`src/rtl/conv_tile_sched.sv`:
```
// Tile sequencer feeding one PE controller: per-pixel conv_en bursts, row drain gaps,
// pixel-boundary stalls on buff_full, force_wb at tile end. Optional SCHED_PERF_CNT_EN adds stall_cnt.
module conv_tile_sched #(
    parameter int unsigned IDX_W     = 6,
    parameter int unsigned CYC_W     = 3,
    parameter int unsigned DRAIN_CYC = 4
) (
    input  logic             clk,
    input  logic             reset,
    input  logic             start,
    input  logic [CYC_W-1:0] cfg_stride_cycle,
    input  logic [IDX_W-1:0] cfg_out_cols,
    input  logic [IDX_W-1:0] cfg_out_rows,
    input  logic             buff_full,
    output logic             conv_en,
    output logic [CYC_W-1:0] stride_cycle,
    output logic             force_wb,
    output logic             busy,
    output logic             done,
`ifdef SCHED_PERF_CNT_EN
    output logic [15:0]      stall_cnt,
`endif
    output logic [IDX_W-1:0] col_idx,
    output logic [IDX_W-1:0] row_idx
);

    localparam int unsigned DRN_W = $clog2(DRAIN_CYC + 1);

    typedef enum logic [2:0] {IDLE, RUN, STALL, DRAIN, FLUSH} state_t;

    state_t           state_q, state_d;
    logic [CYC_W-1:0] vec_cnt_q, stride_q;
    logic [DRN_W-1:0] drain_cnt_q;
    logic [IDX_W-1:0] cols_q, rows_q, col_q, row_q;
    logic             conv_en_q, force_wb_q, busy_q, done_q, done_d;
    logic             pix_end, last_col, last_row, drain_end, zero_cfg;

    assign pix_end   = (vec_cnt_q == stride_q);
    assign last_col  = (col_q == cols_q - IDX_W'(1));
    assign last_row  = (row_q == rows_q - IDX_W'(1));
    assign drain_end = (drain_cnt_q == DRN_W'(DRAIN_CYC));
    assign zero_cfg  = (cfg_out_cols == '0) || (cfg_out_rows == '0);

    // Next-state decision; stalls are only taken at pixel or row boundaries.
    always_comb begin
        state_d = state_q;
        done_d  = 1'b0;
        case (state_q)
            IDLE: begin
                if (start) begin
                    if (zero_cfg) done_d  = 1'b1;
                    else          state_d = buff_full ? STALL : RUN;
                end
            end
            RUN: begin
                if (pix_end) begin
                    if (last_col)       state_d = DRAIN;
                    else if (buff_full) state_d = STALL;
                end
            end
            STALL: if (!buff_full) state_d = RUN;
            DRAIN: begin
                if (drain_end) begin
                    if (last_row) state_d = FLUSH;
                    else          state_d = buff_full ? STALL : RUN;
                end
            end
            FLUSH: begin
                state_d = IDLE;
                done_d  = 1'b1;
            end
            default: state_d = IDLE;
        endcase
    end

    always_ff @(posedge clk) begin
        if (reset) begin
            state_q     <= IDLE;
            vec_cnt_q   <= '0;
            stride_q    <= '0;
            drain_cnt_q <= '0;
            cols_q      <= '0;
            rows_q      <= '0;
            col_q       <= '0;
            row_q       <= '0;
            conv_en_q   <= 1'b0;
            force_wb_q  <= 1'b0;
            busy_q      <= 1'b0;
            done_q      <= 1'b0;
`ifdef SCHED_PERF_CNT_EN
            stall_cnt   <= '0;
`endif
        end else begin
            state_q    <= state_d;
            conv_en_q  <= (state_d == RUN);
            busy_q     <= (state_d != IDLE);
            force_wb_q <= (state_d == FLUSH);
            done_q     <= done_d;
            case (state_q)
                IDLE: begin
                    if (start && !zero_cfg) begin
                        stride_q  <= (cfg_stride_cycle == '0) ? CYC_W'(1) : cfg_stride_cycle;
                        cols_q    <= cfg_out_cols;
                        rows_q    <= cfg_out_rows;
                        col_q     <= '0;
                        row_q     <= '0;
                        vec_cnt_q <= CYC_W'(1);
`ifdef SCHED_PERF_CNT_EN
                        stall_cnt <= '0;
`endif
                    end
                end
                RUN: begin
                    if (pix_end) begin
                        vec_cnt_q <= CYC_W'(1);
                        if (last_col) begin
                            col_q       <= '0;
                            drain_cnt_q <= DRN_W'(1);
                        end else begin
                            col_q <= col_q + IDX_W'(1);
                        end
                    end else begin
                        vec_cnt_q <= vec_cnt_q + CYC_W'(1);
                    end
                end
                STALL: begin
`ifdef SCHED_PERF_CNT_EN
                    if (stall_cnt != 16'hFFFF) stall_cnt <= stall_cnt + 16'd1;
`endif
                end
                DRAIN: begin
                    if (drain_end) begin
                        if (!last_row) row_q <= row_q + IDX_W'(1);
                    end else begin
                        drain_cnt_q <= drain_cnt_q + DRN_W'(1);
                    end
                end
                FLUSH: begin
                    col_q <= '0;
                    row_q <= '0;
                end
                default: ;
            endcase
        end
    end

    assign conv_en      = conv_en_q;
    assign stride_cycle = stride_q;
    assign force_wb     = force_wb_q;
    assign busy         = busy_q;
    assign done         = done_q;
    assign col_idx      = col_q;
    assign row_idx      = row_q;

endmodule
```
`config.mk`:
```
export PLATFORM = sky130hd
export DESIGN_NAME = conv_tile_sched
export DESIGN_NICKNAME = d
export VERILOG_FILES = /design/src/rtl/conv_tile_sched.sv
export SDC_FILE = /design/constraint.sdc
export NUM_CORES = 1
export LEC_CHECK = 0
export ABC_AREA = 1
export ABC_CLOCK_PERIOD_IN_PS = 1800
export CORE_UTILIZATION = 30
export CTS_CLUSTER_DIAMETER = 30
export DETAILED_ROUTE_END_ITERATION = 12
export GPL_TIMING_DRIVEN = 0
export PLACE_DENSITY = 0.53
export SLEW_MARGIN = 15
export SYNTH_ARGS = -nofsm -noshare
export SYNTH_HDL_FRONTEND = slang
export SYNTH_SLANG_ARGS = --single-unit
```
`constraint.sdc`:
```
create_clock -name clk -period 1.8 [get_ports clk]
set_input_delay 0.36 -clock clk [delete_from_list [all_inputs] [get_ports clk]]
set_output_delay 0.36 -clock clk [all_outputs]
set_load 0.01 [all_outputs]
```
* After elaboration in Yosys (flattened, before gate mapping)
Index checks and enable logic that the tools add are counted.
Widths: inputs -> output; s select.
** Storage, ports and cells
- Register bits :: 40
- Latch bits :: 0
- Memory bits (writable) :: 0
- ROM bits :: 0
- Input port bits :: 19
- Output and inout port bits :: 19
- Word-level logic and storage cells :: 79
- Memories :: 0
** Cells by class
- Add/subtract/negate cells :: 6
- Multipliers :: 0
- Div/mod/pow operators :: 0
- Magnitude comparators :: 0
- Eq/ne operators :: 16
- Shift-type cells :: 0
- Muxes and demuxes :: 28
- Bitwise operators :: 0
- Reduce and logical (&&, ||, !) cells :: 17
** Operator list (number)
- $mux 3 :: 14
- $pmux 6 s3 :: 2
- $mux 6 :: 5
- $add 6x1->6 const B :: 2
- $eq 6x6->1 :: 2
- $logic_not 6->1 :: 2
- $ne 2x2->1 const B :: 6
- $pmux 3 s2 :: 2
- $pmux 3 s4 :: 1
- $sub 6x1->6 const B :: 2
- $eq 3x3->1 const B :: 3
- $reduce_bool 3->1 :: 3
- $reduce_and 4->1 :: 2
- $add 3x1->3 const B :: 2
- $eq 3x1->1 const B :: 2
- $eq 3x2->1 const B :: 2
- $logic_not 3->1 :: 2
- $reduce_and 2->1 :: 2
- $reduce_bool 2->1 :: 2
- $eq 3x3->1 :: 1
- $reduce_and 3->1 :: 1
- $mux 1 :: 2
- $mux 2 :: 1
- $pmux 1 s2 :: 1
- other kinds (3) :: 3

* Depth between registers and ports, before layout
- Depth in word-level cells :: 6
- Mapped depth :: 15
- Gate-level depth less buffers :: 15

* Worst setup path after synthesis
Ideal clock, no wire load.
- Path type :: register -> register
- From :: register rows_q[1]
- To :: register busy_q (netlist: busy)
- Setup time :: 0.120 ns
- Arrival :: 1.485 ns
- Required time :: 1.680 ns
- Setup slack :: 0.195 ns
- Stages on the path, launching flop included :: 13
- Path buffers :: 0
- Clock period less this slack :: 1.605 ns
- Cell sequence :: dfxtp_1 -> inv_1 -> ha_1 -> xor2_1 -> nand3_1 -> nor2_2 -> nand3_1 -> nand2_1 -> nand2_1 -> inv_1 -> nand2_2 -> nand2_2 -> nand3_2
** On the way
- Cells in the longest elaborated chain, start to end :: 6
** RTL lines
- start, declared :: RTL line 34 : logic [IDX_W-1:0] cols_q, rows_q, col_q, row_q;
- start signal, assigned :: RTL line 104 : rows_q <= cfg_out_rows;
- $sub 6x1->6 :: RTL line 40 : assign last_row = (row_q == rows_q - IDX_W'(1));
- $eq 6x6->1 :: RTL line 40
- $mux 3 :: RTL line 64 : if (last_row) state_d = FLUSH;
- $mux 3 :: RTL line 63 : if (drain_end) begin
- $pmux 3 s4 :: RTL line 48 : case (state_q)
- $reduce_bool 3->1 :: RTL line 96 : busy_q <= (state_d != IDLE);
- end signal, assigned :: RTL line 96
- end, declared :: RTL line 35 : logic conv_en_q, force_wb_q, busy_q, done_q, done_d;
No other way between the ends.
A chain may end at the register's enable or synchronous reset.

* Final worst setup path
- From :: register cols_q[0]
- To :: register busy_q (netlist: busy)
** On the way
- Cells in the longest elaborated chain, start to end :: 6
** RTL lines
- start, declared :: RTL line 34
- start signal, assigned :: RTL line 103 : cols_q <= cfg_out_cols;
- $sub 6x1->6 :: RTL line 39 : assign last_col = (col_q == cols_q - IDX_W'(1));
- $eq 6x6->1 :: RTL line 39
- $mux 3 :: RTL line 57 : if (last_col) state_d = DRAIN;
- $mux 3 :: RTL line 56 : if (pix_end) begin
- $pmux 3 s4 :: RTL line 48
- $reduce_bool 3->1 :: RTL line 96
No other way between the ends.

==> reports/qor.csv <==
metric,value,unit
drv_slew,0,
rsz0062_at_grt,true,
fmax,573.1,MHz
avgSynthCellArea,6.603,um2
insertedDiodeCount,0,
synth_seq_cells,40,
cts_root_buffer,clkbuf_8,
grtUsageTotal,14.43,%
min_period,1.745,ns
core,7370,um2
cp-end-kind,flop,
maxCapViolations,0,
ys_seq_area_share,34.35,%
placement.io_buffers,37,
area_growth,31.88,%
finClkSkew,0.006205,ns
hp-class,reg2reg,
synth_nets,379,
fin_area,3074,um2
cts_buffers,5,
initialDrtViolationCount,95,
vias,2288,
yosysWarnings,0,
postCtsHoldBufs,0,
hold_viol_final,0,
layout_setup_ws,0.05498,ns
worstPathArrival,1.98,ns
die_h,90.15,um
vdd.ir_drop.worst,0.2778,mV
powerDensity,731.6,nW/um2
crit_type,reg2reg,
clk_pin_slew,0.08,ns
drtAntennaViolNets,0,
die_area,8126,um2
drive_above_1_share,15.67,%
ctsHtreeMaxLevel,2,
grt_max_degree,12,
cts_max_path_buffers,2,
drc_errors,0,
synth-async-reset-ratio,0,%
rows,31,
crit_required,2.03,ns
wl,5.895,mm
grt_pass1_vias,2050,
start_kind,flop,
ioPinCount,38,
final.fill_count,783,
layout_common_cells,"nand2_1 (86), inv_1 (43), clkdlybuf4s50_1 (37)",
vias_per_cell,4.567,
cts_tree,yes,
grt_pass1_wl,9.515,mm
post-place-ws,-0.3125,ns
holdWs,0.4961,ns
dp.cells,489,
nets,427,
postSynthCellCount,353,
tightest_slew,0.5144,ns
syn_area,2331,um2
final_util,41.71,%
place_hpwl,4.464,mm
wl_per_cell,11.77,um
p_leak,1.365,nW
min_period_over_period,96.95,%
dr.pass1.iters,4,
clock_latency,0.29,ns
place_area,2825,um2
setup_viol,0,
start_util,31.63,%
die_x,90.15,um
relSlewSlack,65.70,%
synth_edf_count,0,
layout_commonest_cell,nand2_1,
antenna_found_initial,0,
fin_setup_tns,0,ns
status,"complete, no violations",
stdcell_count,501,
p_total,2.249,mW
yosysUniqueCellTypes,25,
cp_max_fo,4,
place_congestion,0.8309,
synth_ff_type,dfxtp_1,
overflow,0,
cts.sinks,40,
## layer usage
layer | wire length (um) | vias to the layer above | track usage, %
met4 | 62 | 0 | 4.032
li1 | - | 1212 | -
met1 | 2960 | 1029 | 19.76
met3 | 171 | 6 | 2.538
met5 | 0 | - | 0
met2 | 2700 | 41 | 23.16
## final timing paths
| kind | startpoint | to | slack, ns | cells after the start |
|---|---|---|---|---|
| max | cols_q[0] | busy | 0.05 | 14 |
| min | cols_q[1] | cols_q[1] | 0.50 | 2 |
| max reg2reg | cols_q[0] | busy | 0.05 | 14 |
| min reg2reg | cols_q[1] | cols_q[1] | 0.50 | 2 |
## critical path: stages, from the launching register on
cell and delay, ns:
dfxtp_2 0.36, inv_4 0.05, ha_4 0.26, inv_2 0.02, nand2_1 0.05, nand2_1 0.04, nor2_1 0.08, nand3_1 0.09
nor2_2 0.13, nand4_1 0.17, nand2_2 0.15, inv_2 0.07, nand2_2 0.07, nand2_2 0.06, nand3_2 0.07
## cell usage after synthesis, types with 4 or more instances
cell type / instances / area share, %
a21oi_1: 26 / 5.6
xor2_1: 12 / 4.5
nand4_1: 9 / 2.4
ha_1: 7 / 3.8
nand2_2: 6 / 1.6
clkbuf_1: 4 / 0.64
o21ai_0: 17 / 3.6
nor2_2: 4 / 1.1
nor3_1: 4 / 0.86
inv_1: 46 / 7.4
inv_2: 9 / 1.4
nand2_1: 88 / 14
xnor2_1: 4 / 1.5
nand3_1: 26 / 5.6
dfxtp_1: 40 / 34
nor2_1: 37 / 6.0
## power by group
part	internal [mW]	leakage, nW	total, mW	switching [mW]
Clock	0.313	0.0455	0.631	0.318
Sequential	0.943	0.328	0.992	0.0492
Combinational	0.250	0.991	0.626	0.376
Total	1.51	1.36	2.25	0.742
## flip-flops by register name, summed over array words and instances (netlist names)
name          flops
force_wb          1
drain_cnt_q       3
col_idx           6
busy              1
row_idx           6
vec_cnt_q         3
done              1
state_q           3
cols_q            6
rows_q            6
stride_cycle      3
conv_en           1
## cells by family after synthesis
family / count (synthesis) / share of synthesized area [%]
AOI/OAI and AO/OA: 48 / 10.63
buffers and inverters: 60 / 9.715
xor gates and xnor gates: 16 / 6.012
adders and majority gates: 7 / 3.757
DFF: 40 / 34.35
and+or+nand+nor: 182 / 35.53
## repair_timing
action,4_1_cts,5_1_grt
setup endpoints to repair,13,30
pin swaps,5,10
resized for setup,10,23
setup buffers,1,3
## area by class of cell
| type | instances | area [um2] | area share (%) |
|---|---|---|---|
| repair buffers | 41 | 400.4 | 13.02 |
| clock buffers | 8 | 90.09 | 2.930 |
| multi-input cells | 253 | 1424 | 46.32 |
| inverters | 55 | 209.0 | 6.797 |
| plain buffers | 5 | 21.27 | 0.6919 |
| flip-flops and latches | 40 | 805.8 | 26.21 |
| well taps | 99 | 123.9 | 4.029 |
(Power assumes the default switching activity.)
